===== src/rtl/truth_table_checker_pkg.sv =====
// Shared types and constants for the truth-table response checker.
package truth_table_checker_pkg;

    typedef enum logic [2:0] {
        ST_IDLE,
        ST_SETTLE,
        ST_SAMPLE,
        ST_WAIT_CHG,
        ST_DONE
    } state_t;

    // Truth table of the two-input XOR project unit, indexed by {x,y}.
    localparam logic [3:0] XOR2_EXPECTED = 4'b0110;

endpackage


===== src/rtl/truth_table_checker_stable_detect.sv =====
// Tracks the applied input code and pulses once it has held for SETTLE equal cycles.
module truth_table_checker_stable_detect
    import truth_table_checker_pkg::*;
#(
    parameter int N      = 2,
    parameter int SETTLE = 4
) (
    input  logic         clk,
    input  logic         rst,
    input  logic         load,
    input  logic         watch,
    input  logic         count_en,
    input  logic [N-1:0] x_in,
    output logic [N-1:0] last,
    output logic         changed,
    output logic         stable
);

    localparam int CW = $clog2(SETTLE + 1);
    localparam logic [CW-1:0] CNT_LAST = CW'(SETTLE - 1);

    logic [CW-1:0] settle_cnt;

    assign changed = (x_in != last);
    assign stable  = count_en && !changed && (settle_cnt == CNT_LAST);

    // Reload on start or on any code change; count equal cycles, saturating at the exit value.
    always_ff @(posedge clk) begin
        if (rst) begin
            last       <= '0;
            settle_cnt <= '0;
        end else if (load) begin
            last       <= x_in;
            settle_cnt <= '0;
        end else if (watch && changed) begin
            last       <= x_in;
            settle_cnt <= '0;
        end else if (count_en && settle_cnt != CNT_LAST) begin
            settle_cnt <= settle_cnt + 1'b1;
        end
    end

endmodule


===== config.mk =====
export PLATFORM = sky130hd
export DESIGN_NAME = truth_table_checker_stable_detect
export DESIGN_NICKNAME = d
export VERILOG_FILES = /design/src/rtl/truth_table_checker_pkg.sv /design/src/rtl/truth_table_checker_stable_detect.sv
export SDC_FILE = /design/constraint.sdc
export NUM_CORES = 1
export LEC_CHECK = 0
export ABC_CLOCK_PERIOD_IN_PS = 4300
export CAP_MARGIN = 20
export CORE_AREA = 2 2 39 41
export CTS_BUF_LIST = sky130_fd_sc_hd__clkbuf_8 sky130_fd_sc_hd__clkbuf_16
export CTS_CLUSTER_DIAMETER = 150
export DETAILED_ROUTE_END_ITERATION = 6
export DIE_AREA = 0 0 41 43
export PLACE_DENSITY = 0.42
export SLEW_MARGIN = 5
export SYNTH_ARGS = -nofsm -noshare
export SYNTH_HDL_FRONTEND = slang
export SYNTH_SLANG_ARGS = --single-unit

===== constraint.sdc =====
create_clock -name clk -period 4.3 [get_ports clk]
set_clock_uncertainty 0.2 [all_clocks]
set_input_delay 0.86 -clock clk [delete_from_list [all_inputs] [get_ports clk]]
set_output_delay 0.86 -clock clk [all_outputs]
set_load 0.02 [all_outputs]

-- Yosys cells after proc, flatten, opt, wreduce, memory -nomap -nowiden
Index checks and enable logic that the tools add are counted.
- equal/unequal tests: 3
- add/subtract/negate cells: 1
- reductions and logical operators: 7
- multiplexer cells: 2
- operators by type and width (operator ; number):
    $logic_and 1x1->1 ; 4
    $mux 2 ; 2
    $add 3x1->3 const B ; 1
    $eq 3x2->1 const B ; 1
    $ne 3x2->1 const B ; 1
    $reduce_or 3->1 ; 1
    $ne 2x2->1 ; 1
    $reduce_bool 2->1 ; 1
    $logic_not 1->1 ; 1
- output and inout bits: 4
- input port bits: 7
- word-level logic and storage cells: 15
- flip-flop bits (word level): 5

-- Longest topological paths before layout
Gate-level depths: netlist of run 1.
- depth after elaboration: 4
- depth in mapped cells: 5
- mapped depth without buffers: 5

-- Worst setup path before layout of run 1
OpenSTA, ideal clock, no wires.
- path type: input port to output port
- start point: input x_in[1]
- end point: output stable
- path slack: 1715 ps
- data arrival time: 1525 ps
- stages: 3
- data required time: 3240 ps
- buffers on the path: 0
- cells stage by stage: xnor2_1 nand2_1 nor2_1
- longest elaborated chain between the ends: 4
- ends and longest elaborated chain (item ; line ; source):
    start, declared ; truth_table_checker_stable_detect.sv:13 ; input logic [N-1:0] x_in,
    $ne 2x2->1 ; truth_table_checker_stable_detect.sv:24 ; assign changed = (x_in != last);
    named net changed ; truth_table_checker_stable_detect.sv:15 ; output logic changed,
    $logic_not 1->1 ; truth_table_checker_stable_detect.sv:25 ; assign stable = count_en && !changed && (settle_cnt == CNT_LAST);
    $logic_and 1x1->1 (2 in a row) ; truth_table_checker_stable_detect.sv:25 ;
    end, declared ; truth_table_checker_stable_detect.sv:16 ; output logic stable
The timed path passes the listed nets, and every way through them passes these cells.

-- Worst setup path after layout of run 1
- start point: input x_in[1]
- end point: output stable
- longest elaborated chain between the ends: 4
- ends and longest elaborated chain (item ; line):
    $ne 2x2->1 ; truth_table_checker_stable_detect.sv:24
    $logic_not 1->1 ; truth_table_checker_stable_detect.sv:25
    $logic_and 1x1->1 (2 in a row) ; truth_table_checker_stable_detect.sv:25
No other way between the ends.

==> results.cfg, run 1 <==
[setup_path]
regToRegStartpoint = settle_cnt[0]
path_buf_inv = 2
crit_chain = clkdlybuf4s50_1 -> xnor2_1 -> nand2_1 -> nor2_1 -> clkdlybuf4s50_1
cp_top_family = buffers and inverters
path_max_fanout = 2
path_common_cell = clkdlybuf4s50_1
critPathLaunchType = primary input
cp.arrival_ps = 2290
path_depth = 5
critPathRequiredTime_ps = 3240
crit_type = primary input to output port
critPathMaxStageDelay_ps = 600
endpoint_kind = output port
worstSetupStartpoint = x_in[1]
ff2ff_path_depth = 5
cp_slowest_cell = clkdlybuf4s50_1

[layout]
drive_above_1_share_pct = 14.3
layout_commonest_cell = clkdlybuf4s50_1
mostFrequentLayoutCells = clkdlybuf4s50_1 (10), dfxtp_1 (5), nand2_1 (4)
synthToLayoutAreaGrowth_pct = 61.4
nets = 52
n_antenna_cell = 0

[place]
portBuffers = 10
pre_cts_ws_ps = 925
dp_hpwl_um = 458
gp_congestion = 0.612

[min_path]
holdPathStages = 2
hp-class = register to register
worstHoldStart = last[0]

[detailed_routing]
first_pass_iters = 2
drt_iter0_drc = 2
vias_per_cell = 4.40
dr_wl_met3_um = 67
vias = 255
met1_length_um = 216
routed_wl_um = 575
wl_per_cell_um = 9.91
met2_length_um = 262
highest_layer = met4
drt.antenna.violating_nets = 0
route.detailed.drc = 0

[power]
p_int_mw = 0.123
p_sw_share_pct = 23.0
p_comb_share_pct = 14.8
p_clk_share_pct = 54.0
p_switching_mw = 0.0367
leakagePower_nw = 0.166
seqPwrFrac_pct = 31.2
peakVddDrop_mv = 0.168
powerDensity_mw_per_mm2 = 367

[timing]
max_freq_mhz = 298
slew_headroom_pct = 72.3
tns_ps = 0
worst_pin_slew_ps = 412
finalWorstPathRequiredPeriod_ps = 3350
fin_ws_ps = 948
fin_crit_sh_pct = 77.9
drv_slew = 0
hold_viol_final = 0
whs_ps = 293
setup_viol = 0
rsz0062_at_grt = false

[die]
initial_core_util_pct = 19.4
pin_count = 11
rows = 14
die-area_mm2 = 0.00176
die_y_um = 43
die_width_um = 41
coreArea_mm2 = 0.00138

[grt]
grt_usage_pct = 8.53
grt_max_degree = 7
antenna_found_initial = 0
gr-total-overflow = 0
grt_pass1_vias = 232
grt_first_pass_wirelength_um = 938

[cts]
cts_tree = built
clock-root-buffer = clkbuf_8
cts_setup_buffers = 0
clk_path_buf_depth = 2
htree_levels = 1
clock_sinks = 5
clock_latency_ps = 220
cts.clk_slew.worst_paths_ps = 30
cts_hold_buf = 0
cts_buffers = 3
cts_resized = 0

[logic_synthesis]
yosys_warnings = 0
postSynthAreaPerCell_um2 = 9.61
synthesis.area_um2 = 269
ys_seq_area_share_pct = 37.2
syn_inst = 28
synth_nets = 37
synth.distinct_cells = 14
synth-seq-cells = 5

[run]
cap_violations = 0

[outcome]
status = completed
[path summary, 6_finish.rpt]
kind	slack (ps)	to
max	950	stable
max reg2reg	2610	settle_cnt[2]
min reg2reg	290	last[0]
min	290	last[0]
[tightest hold or removal path, delay by kind of cell, from the launching register on]
kind | cells | cell delay [ps]
DFF | 1 | 320
and+or+nand+nor | 1 | 60
AOI/OAI and AO/OA | 1 | 50
[flip-flops by register name, indices dropped and copies added (netlist names)]
signal and count:
settle_cnt 3, last 2
[per-layer routing]
metal	global-route usage, %	up-vias
met3	2.62	3
met4	12.0	0
met2	10.0	12
met1	9.65	115
met5	0	-
li1	-	125
[layout make-up]
cell class | instances | area [µm²]
Tap cell | 16 | 20.0
Inverter | 1 | 3.75
Timing Repair Buffer | 10 | 100
Sequential cell | 5 | 100
Fill cell | 149 | 950
Clock inverter | 1 | 3.75
Multi-Input combinational cell | 22 | 165
Clock buffer | 3 | 41.3
[metrics by stage]
| step | power (mW) | area (µm²) | util [%] | instances |
|---|---|---|---|---|
| detailed placement | 0.0743 | 389 | 28.1 | 54 |
| global placement | 0.0740 | 389 | 28.1 | 54 |
| CTS | 0.162 | 434 | 31.4 | 58 |
| floorplan | 0.0612 | 269 | - | 28 |
| finish | 0.159 | 434 | 31.4 | 58 |
| global route | 0.168 | 434 | 31.4 | 58 |
[power by group through the flow]
| stage | clock network, mW | registers [mW] | logic (mW) |
|---|---|---|---|
| after floorplan | 0 | 0.0517 | 0.00956 |
| after global placement | 0 | 0.0504 | 0.0237 |
| after detailed placement | 0 | 0.0504 | 0.0238 |
| after CTS | 0.0887 | 0.0498 | 0.0239 |
| after global routing | 0.0917 | 0.0499 | 0.0262 |
| final | 0.0860 | 0.0497 | 0.0236 |
[synthesized netlist by cell type]
| cell | instances | share of area (%) |
|---|---|---|
| o21ai_0 | 2 | 3.7 |
| mux2i_1 | 1 | 3.7 |
| a21oi_1 | 2 | 3.7 |
| mux2_4 | 1 | 5.6 |
| nor4_2 | 1 | 4.7 |
| xnor2_1 | 3 | 9.8 |
| nor4_1 | 2 | 4.7 |
| dfxtp_1 | 5 | 37 |
| nor2b_4 | 1 | 5.1 |
| nand2_1 | 4 | 5.6 |
| ha_1 | 2 | 9.3 |
| nor2_1 | 2 | 2.8 |
| inv_1 | 1 | 1.4 |
| a21boi_0 | 1 | 2.8 |
[kinds of logic after synthesis]
family	synth area share, %
compound gates	10.2
simple gates	22.8
xor+xnor	9.77
mux	9.30
fa+ha+maj	9.30
buf+inv	1.39
flops	37.2
No activity file was read; power rests on OpenSTA's default activity.
==> run 2: changes to the inputs <==
Settings changed: ABC_CLOCK_PERIOD_IN_PS 4300 to 3200.
Clock period 4.3 ns to 3.2 ns, I/O delays scaled along.
==> run 2 against run 1 <==
  * Final area unchanged
  * Combinational power is 36% higher
  * Sequential share of layout area is the same
  * Largest cell class unchanged
  * Highest routed layer unchanged
==> results.cfg, run 2 (same netlist as run 1, synthesis figures left out) <==
[timing]
fin_crit_sh_pct = 91.1
setup_viol = 0
hold_viol_final = 0
slew_headroom_pct = 69.1
worst_pin_slew_ps = 459
fin_ws_ps = 283
whs_ps = 288
finalWorstPathRequiredPeriod_ps = 2920
tns_ps = 0
rsz0062_at_grt = false
drv_slew = 0
max_freq_mhz = 343

[place]
gp_congestion = 0.636
pre_cts_ws_ps = 266
dp_cells = 54
dp_hpwl_um = 487
place_area_um2 = 389
portBuffers = 10

[min_path]
min_to = last[0]
hp-class = register to register
worstHoldStart = last[0]
holdPathStages = 2

[grt]
gr-total-overflow = 0
gr-usage-met2_pct = 12.5
grt_usage_pct = 9.65
antenna_found_initial = 0
grt_first_pass_wirelength_mm = 1.06
grt_pass1_vias = 268
grt.busiest_layer = met2
grt_util_met3_pct = 3.66
grt_max_degree = 7
use_met1_pct = 10.0

[cts]
cts_buffers = 3
cts_setup_buffers = 0
cts_tree = built
clock-root-buffer = clkbuf_8
clk_path_buf_depth = 2
clock_latency_ps = 220
cts_hold_buf = 0
clock_sinks = 5
cts_resized = 0
cts.clk_slew.worst_paths_ps = 30
htree_levels = 1

[die]
rows = 14
coreArea_mm2 = 0.00138
pin_count = 11
die_y_um = 43
die_width_um = 41
initial_core_util_pct = 19.4
die-area_mm2 = 0.00176

[detailed_routing]
vias = 256
vias_per_cell = 4.41
drt.antenna.violating_nets = 0
routed_wl_um = 583
first_pass_iters = 1
drt_iter0_drc = 0
route.detailed.drc = 0
wl_per_cell_um = 10.1

[power]
p_total_mw = 0.214
leakagePower_nw = 0.166
powerDensity_mw_per_mm2 = 494
peakVddDrop_mv = 0.230

[setup_path]
ff2ff_path_depth = 5
crit_type = primary input to output port
critPathRequiredTime_ps = 2360
r2r_slack_ps = 1480
r2r-end = settle_cnt[2]
regToRegStartpoint = settle_cnt[0]
path_max_fanout = 2
critPathLaunchType = primary input
endpoint_kind = output port
cp.arrival_ps = 2080

[layout]
reg_top3 = settle_cnt (3), last (2)
final_util_pct = 31.4
layout_commonest_cell = clkdlybuf4s50_1
fin_area_um2 = 434
drive_above_1_share_pct = 14.3
nets = 52
synthToLayoutAreaGrowth_pct = 61.4
mostFrequentLayoutCells = clkdlybuf4s50_1 (10), dfxtp_1 (5), nand2_1 (4)
fin_cells = 58
top_register = settle_cnt
n_antenna_cell = 0
largest_register_ffs = 3

[run]
cap_violations = 0

[outcome]
status = completed
-- run 2: power breakdown --
group | internal (mW) | switching [mW]
combinational | 0.0175 | 0.0145
clock | 0.0824 | 0.0330
sequential | 0.0650 | 0.00194
-- run 2: per-layer routing --
layer  routed length (µm)  share of wire [%]
met2                  298                 51
met5                    0                  0
met3                   54                9.3
met4                   31                5.3
met1                  200                 34
-- run 2: final cells by class --
| class | count | area, µm² |
|---|---|---|
| multi-input cells | 22 | 165 |
| clock inverters | 1 | 3.75 |
| clock buffers | 3 | 41.3 |
| well taps | 16 | 20.0 |
| flip-flops and latches | 5 | 100 |
| repair buffers | 10 | 100 |
| inverters | 1 | 3.75 |
| fillers | 145 | 950 |
-- run 2: worst max-delay path, cell delays in order --
cell and delay (ps):
clkdlybuf4s50_1 490, xnor2_1 140, nand2_1 90, nor2_1 110
clkdlybuf4s50_1 600
-- run 2: how the worst max path moves through the flow --
stage | startpoint | end | slack [ps] | depth (start not counted)
detailed placement | x_in[0] | stable | 270 | 5
global placement | x_in[0] | stable | 280 | 5
finish | x_in[0] | stable | 280 | 5
global route | x_in[0] | stable | 150 | 5
floorplan | x_in[1] | stable | 1050 | 3
CTS | x_in[0] | stable | 260 | 5
